===== src/rtl/cache_tg_pkg.sv =====
// Shared types and constants for the cache traffic generator.
// Widths are derived from the parameters of the instantiating module.
package cache_tg_pkg;

    typedef enum logic [2:0] {
        ST_IDLE,
        ST_ISSUE,
        ST_WAIT,
        ST_GAP,
        ST_FLUSH,
        ST_DONE
    } tg_state_e;

    localparam int MODE_STRIDE_BIT = 0;
    localparam int MODE_WRITE_BIT  = 1;

    // Bits needed to count 0..n-1; never narrower than one bit.
    function automatic int cnt_width(input int n);
        return (n > 1) ? $clog2(n) : 1;
    endfunction

endpackage


===== src/rtl/cache_tg_pattern_gen.sv =====
// Combinational address and data-pattern generator for one request index.
// Address arithmetic wraps modulo 2^ADDR_W.
module cache_tg_pattern_gen
    import cache_tg_pkg::*;
#(
    parameter int                ADDR_W = 28,
    parameter int                DATA_W = 32,
    parameter int                IDX_W  = 4,
    parameter logic [ADDR_W-1:0] STRIDE = 28'h100_0000,
    parameter logic [DATA_W-1:0] SEED   = 32'hA5A5_0000
) (
    input  logic [IDX_W-1:0]  idx,
    input  logic              stride_sel,
    input  logic [ADDR_W-1:0] base,
    output logic [ADDR_W-1:0] addr,
    output logic [DATA_W-1:0] pattern
);

    logic [ADDR_W-1:0] offset;

    always_comb begin
        if (stride_sel) begin
            offset = ADDR_W'(idx) * STRIDE;
        end else begin
            offset = ADDR_W'(idx);
        end
    end

    assign addr    = base + offset;
    assign pattern = SEED ^ DATA_W'(addr);

endmodule


===== src/rtl/cache_traffic_gen.sv =====
// Cache request generator: read or write+readback bursts with optional flush,
// per-request timeout and readback error counting.
module cache_traffic_gen
    import cache_tg_pkg::*;
#(
    parameter int                ADDR_W  = 28,
    parameter int                DATA_W  = 32,
    parameter int                N_REQ   = 16,
    parameter logic [ADDR_W-1:0] STRIDE  = 28'h100_0000,
    parameter logic [DATA_W-1:0] SEED    = 32'hA5A5_0000,
    parameter int                TIMEOUT = 1024,
    parameter int                ERR_W   = 16
) (
    input  logic              clk,
    input  logic              rst,
    input  logic              start,
    input  logic [1:0]        mode,
    input  logic              do_flush,
    input  logic [ADDR_W-1:0] base_addr,
    output logic [ADDR_W-1:0] cache_addr,
    output logic [DATA_W-1:0] cache_wr,
    output logic              cache_rw,
    output logic              cache_valid,
    output logic              flush,
    input  logic [DATA_W-1:0] cache_rd,
    input  logic              cache_ready,
    output logic              busy,
    output logic              done,
    output logic [ERR_W-1:0]  err_cnt,
    output logic [ADDR_W-1:0] first_err_addr,
    output logic              timeout
);

    localparam int IDX_W = cnt_width(N_REQ);
    localparam int TMO_W = cnt_width(TIMEOUT);
    localparam logic [IDX_W-1:0] LAST_IDX = IDX_W'(N_REQ - 1);
    localparam logic [TMO_W-1:0] TMO_LAST = TMO_W'(TIMEOUT - 1);

    tg_state_e         state, next_state;
    logic [IDX_W-1:0]  idx;
    logic              write_pass;
    logic [1:0]        mode_q;
    logic [ADDR_W-1:0] base_q;
    logic              flush_q;
    logic [TMO_W-1:0]  tmo_cnt;
    logic [ADDR_W-1:0] req_addr;
    logic [DATA_W-1:0] req_pattern;
    logic              last_idx;
    logic              tmo_hit;
    logic              readback_hit;

    cache_tg_pattern_gen #(
        .ADDR_W (ADDR_W),
        .DATA_W (DATA_W),
        .IDX_W  (IDX_W),
        .STRIDE (STRIDE),
        .SEED   (SEED)
    ) u_pattern (
        .idx        (idx),
        .stride_sel (mode_q[MODE_STRIDE_BIT]),
        .base       (base_q),
        .addr       (req_addr),
        .pattern    (req_pattern)
    );

    assign last_idx = (idx == LAST_IDX);
    // tmo_cnt counts valid cycles already spent on the current request.
    assign tmo_hit  = (tmo_cnt == TMO_LAST);
    assign readback_hit = (state == ST_WAIT) && cache_ready && !write_pass
                          && mode_q[MODE_WRITE_BIT];

    always_ff @(posedge clk or negedge rst) begin
        if (!rst) begin
            state <= ST_IDLE;
        end else begin
            state <= next_state;
        end
    end

    always_comb begin
        next_state  = state;
        cache_valid = 1'b0;
        cache_rw    = 1'b0;
        flush       = 1'b0;
        cache_addr  = '0;
        cache_wr    = '0;
        done        = 1'b0;
        case (state)
            ST_IDLE: begin
                if (start) next_state = ST_ISSUE;
            end
            ST_ISSUE, ST_WAIT: begin
                cache_valid = 1'b1;
                cache_rw    = write_pass;
                cache_addr  = req_addr;
                cache_wr    = write_pass ? req_pattern : '0;
                if (state == ST_ISSUE) begin
                    next_state = ST_WAIT;
                end else if (cache_ready) begin
                    next_state = ST_GAP;
                end else if (tmo_hit) begin
                    next_state = ST_DONE;
                end
            end
            ST_GAP: begin
                if (!last_idx || write_pass) begin
                    next_state = ST_ISSUE;
                end else if (flush_q) begin
                    next_state = ST_FLUSH;
                end else begin
                    next_state = ST_DONE;
                end
            end
            ST_FLUSH: begin
                cache_valid = 1'b1;
                flush       = 1'b1;
                if (cache_ready || tmo_hit) next_state = ST_DONE;
            end
            ST_DONE: begin
                done       = 1'b1;
                next_state = ST_IDLE;
            end
            default: next_state = ST_IDLE;
        endcase
        busy = (state != ST_IDLE);
    end

    always_ff @(posedge clk or negedge rst) begin
        if (!rst) begin
            idx            <= '0;
            write_pass     <= 1'b0;
            mode_q         <= '0;
            base_q         <= '0;
            flush_q        <= 1'b0;
            err_cnt        <= '0;
            first_err_addr <= '0;
            timeout        <= 1'b0;
        end else begin
            if (state == ST_IDLE && start) begin
                idx            <= '0;
                write_pass     <= mode[MODE_WRITE_BIT];
                mode_q         <= mode;
                base_q         <= base_addr;
                flush_q        <= do_flush;
                err_cnt        <= '0;
                first_err_addr <= '0;
                timeout        <= 1'b0;
            end
            // End of the write pass rewinds the index for the readback pass.
            if (state == ST_GAP && (!last_idx || write_pass)) begin
                if (last_idx) begin
                    idx        <= '0;
                    write_pass <= 1'b0;
                end else begin
                    idx <= idx + IDX_W'(1);
                end
            end
            if ((state == ST_WAIT || state == ST_FLUSH) && !cache_ready && tmo_hit) begin
                timeout <= 1'b1;
            end
            // err_cnt is zero exactly until the first mismatch, so it gates the capture.
            if (readback_hit && cache_rd != req_pattern) begin
                if (err_cnt != '1) err_cnt <= err_cnt + ERR_W'(1);
                if (err_cnt == '0) first_err_addr <= req_addr;
            end
        end
    end

    always_ff @(posedge clk or negedge rst) begin
        if (!rst) begin
            tmo_cnt <= '0;
        end else if (state == ST_ISSUE || state == ST_WAIT || state == ST_FLUSH) begin
            tmo_cnt <= tmo_cnt + TMO_W'(1);
        end else begin
            tmo_cnt <= '0;
        end
    end

endmodule


===== config.mk =====
export PLATFORM = sky130hd
export DESIGN_NAME = cache_traffic_gen
export DESIGN_NICKNAME = d
export VERILOG_FILES = /design/src/rtl/cache_tg_pkg.sv /design/src/rtl/cache_tg_pattern_gen.sv /design/src/rtl/cache_traffic_gen.sv
export SDC_FILE = /design/constraint.sdc
export NUM_CORES = 1
export LEC_CHECK = 0
export CAP_MARGIN = 10
export CORE_MARGIN = 4
export CORE_UTILIZATION = 40
export CTS_CLUSTER_DIAMETER = 80
export DETAILED_ROUTE_END_ITERATION = 6
export GPL_TIMING_DRIVEN = 0
export PLACE_DENSITY = 0.67
export SLEW_MARGIN = 10
export SYNTH_ARGS = -nofsm -noshare
export SYNTH_HDL_FRONTEND = slang
export SYNTH_SLANG_ARGS = --single-unit

===== constraint.sdc =====
create_clock -name clk -period 4.9 [get_ports clk]
set_clock_uncertainty 0.2 [all_clocks]
set_input_delay 0.735 -clock clk [delete_from_list [all_inputs] [get_ports clk]]
set_output_delay 0.735 -clock clk [all_outputs]
set_load 0.01 [all_outputs]

==> flow_summary.yaml <==
run_status:
  status: "finished clean"
logic_synthesis:
  synth_top_area_cell: "dfrtp_1"
  yosys.area_share.xor_xnor_pct: 9.91
  synth_fa_ha_area_share_pct: 2.46
  async_flop_share_pct: 100
  ys_seq_elements: 94
  synth-edff-count: 0
  yosysUniqueCellTypes: 67
  synth_top_family_by_area: "simple AND/OR/NAND/NOR gates"
  yosysSeqAreaShare_pct: 36.8
  synth_area_leaders: "dfrtp_1, nand2_1, nor2_1"
  synth_common_cells: "nand2_1, dfrtp_1, nor2_1"
  synth_area_mm2: 0.00640
  yosysTopAreaCellShare_pct: 36.8
  avgSynthCellArea_um2: 8.42
  yosysMostFrequentCell: "nand2_1"
  synth_cells: 760
  yosys_warnings: 0
  yosys.area_share.simple_pct: 29.1
  synth_compound_area_share_pct: 11.4
  synth_mux_area_share_pct: 5.32
  synth_flop_cell: "dfrtp_1"
worst_setup_path:
  crit_slowest_cell: "a2111oi_0"
  critPathCaptureType: "flop"
  cp.arrival_ns: 4.68
  cp_max_fo: 10
  crit_required_ns: 4.97
  cpPeakStageDelay_ns: 0.53
  crit_type: "reg -> reg"
  crit_top_cell: "buf_6"
  start_kind: "flop"
  path_cells: "nor2b_1, ha_1, inv_1, fa_1, nand2b_1, a21o_1, nor4_4, xnor2_1, a22o_1, a2111oi_0, nand4_1, nand3_1, buf_6, buf_6, mux2i_1"
grt:
  grt_usage_pct: 23.1
  grt_pass1_wl_um: 33100
  grt_pass1_vias: 5972
  grt_use_met1_pct: 33.6
  antenna_found_initial: 0
  grt_most_used_layer: "met2"
  use_met3_pct: 3.50
  use_met2_pct: 35.9
  grt_start_max_net_pins: 54
  overflow: 0
floorplan:
  die_y_um: 134
  die_w_um: 134
  core_mm2: 0.0154
  initial_core_util_pct: 41.5
  die-area_mm2: 0.0181
  rows: 45
  num_io_pins: 177
pwr:
  p_leak_nw: 3.95
  power_density_mw_per_mm2: 531
  vdd_drop_max_mv: 0.209
detailed_routing:
  via_per_inst: 5.37
  ant_nets: 0
  dr.pass1.iters: 5
  totalWireLength_um: 21000
  vias: 6251
  first_iter_violations: 553
  wire_per_inst_um: 18.0
  drc: 0
final_layout:
  antenna_cells: 0
  drive_above_1_share_pct: 5.67
  fin_util_pct: 56.8
  nets: 1026
  layoutNonFillerInstCount: 1163
  area_delta_synth_final_pct: 36.9
  finalInstanceArea_mm2: 0.00876
  fillCellCount: 1481
placement:
  dp_slack_ns: 0.388
  dp.cells: 1147
  dpl-instance-area_mm2: 0.00843
  place.port_buffers: 174
  dpl.hpwl_um: 16500
  routabilityCongestion: 0.911
cts:
  cts.reportedPaths.clkPinSlew_ns: 0.07
  cts_max_path_buffers: 2
  cts.sinks: 94
  htree_levels: 3
  clk_latency_ns: 0.35
  tritoncts: "built"
  root_buffer: "clkbuf_16"
  cts_buffers: 9
flow_run:
  drv_cap: 0
timing:
  slew_headroom_pct: 42.2
  fmax_mhz: 217
  finalWorstSetupSlack_ns: 0.291
  slew_violations: 0
  max_slew.worst_pin.slew_ns: 0.861
  fin_crit_ns: 4.61
  rsz0062_at_grt: "no"
  finalCritPeriodShare_pct: 94.1
  final-hold-violation-count: 0
  setup_viol: 0
hold_path:
  hold_class: "in -> async"
repair_timing:
item | in CTS | in global routing
hold buffers | 0 | 0
buffers inserted | 0 | 0
gates resized for setup | 0 | 2
endpoints found under the setup margin | 0 | 3
critical path: cells and delay by family (launching register included):
kind	cells	cell delay, ns
and+or+nand+nor	5	1.32
xor gates and xnor gates	1	0.20
adders and majority gates	2	0.59
DFF	1	0.46
AOI/OAI and AO/OA	3	1.09
muxes	1	0.21
buffers and inverters	3	0.45
cell usage in the layout (no fill, tap or decap), types with 17 or more instances in the layout:
cell	synthesis	layout
clkdlybuf4s50_1	0	173
nand2_1	154	154
nor2_1	94	94
dfrtp_1	94	94
xnor2_1	39	39
mux2i_1	34	34
clkbuf_1	27	27
nand3_1	26	26
xor2_1	23	22
a21oi_1	21	21
nand4_1	20	20
inv_1	19	19
and3_1	19	19
o21ai_0	17	17
power by group:
group	total [mW]	switching, mW	internal [mW]
registers	1.20	0.185	1.02
clock network	0.729	0.326	0.403
logic	2.72	1.53	1.19
total	4.65	2.04	2.62
stage by stage:
| step | hold WS, ns | power, mW | TNS, ns |
|---|---|---|---|
| detailed placement | 0.273 | 3.91 | 0 |
| finish | 0.170 | 4.65 | 0 |
| CTS | 0.191 | 4.65 | 0 |
| global route | 0.219 | 4.98 | 0 |
| floorplan | 0.239 | 2.69 | 0 |
| global placement | 0.267 | 3.89 | -73.06 |
per-layer routing:
layer  part of all wire, %  routed length, um
met3                   6.5               1360
met4                   1.7                348
met5                     0                  0
met1                    46               9710
met2                    46               9560
final timing paths:
kind,startpoint,endpoint,slack (ns),cells after the start
setup / recovery,idx[0],first_err_addr[23],0.29,15
hold / removal,rst,base_q[14],0.17,1
setup reg to reg,idx[0],first_err_addr[23],0.29,15
hold reg to reg,base_q[25],base_q[25],0.29,2
max in group asynchronous,rst,base_q[20],3.68,2
min in group clk,base_q[25],base_q[25],0.29,2
state kept, by name, indices dropped and copies added (netlist names):
name            count
timeout             1
idx                 4
flush_q             1
err_cnt            16
mode_q              2
base_q             28
state               3
tmo_cnt            10
write_pass          1
first_err_addr     28
cell type report:
class | instances | area [um^2] | area share [%]
Buffer | 46 | 244 | 2.79
Clock buffer | 9 | 225 | 2.57
Clock inverter | 7 | 85.1 | 0.971
Inverter | 19 | 71.3 | 0.814
Multi-Input combinational cell | 602 | 3750 | 42.8
Sequential cell | 94 | 2350 | 26.9
Tap cell | 211 | 264 | 3.01
Timing Repair Buffer | 175 | 1770 | 20.2
cells by family after synthesis:
family	count (synthesis)
flip-flops	94
AND/OR/NAND/NOR	384
buffers and inverters	65
XOR/XNOR	66
other	1
AO/OA/AOI/OAI	104
multiplexers	34
adder cells (fa/ha/maj)	12
No activity file was read; power rests on OpenSTA's default activity.
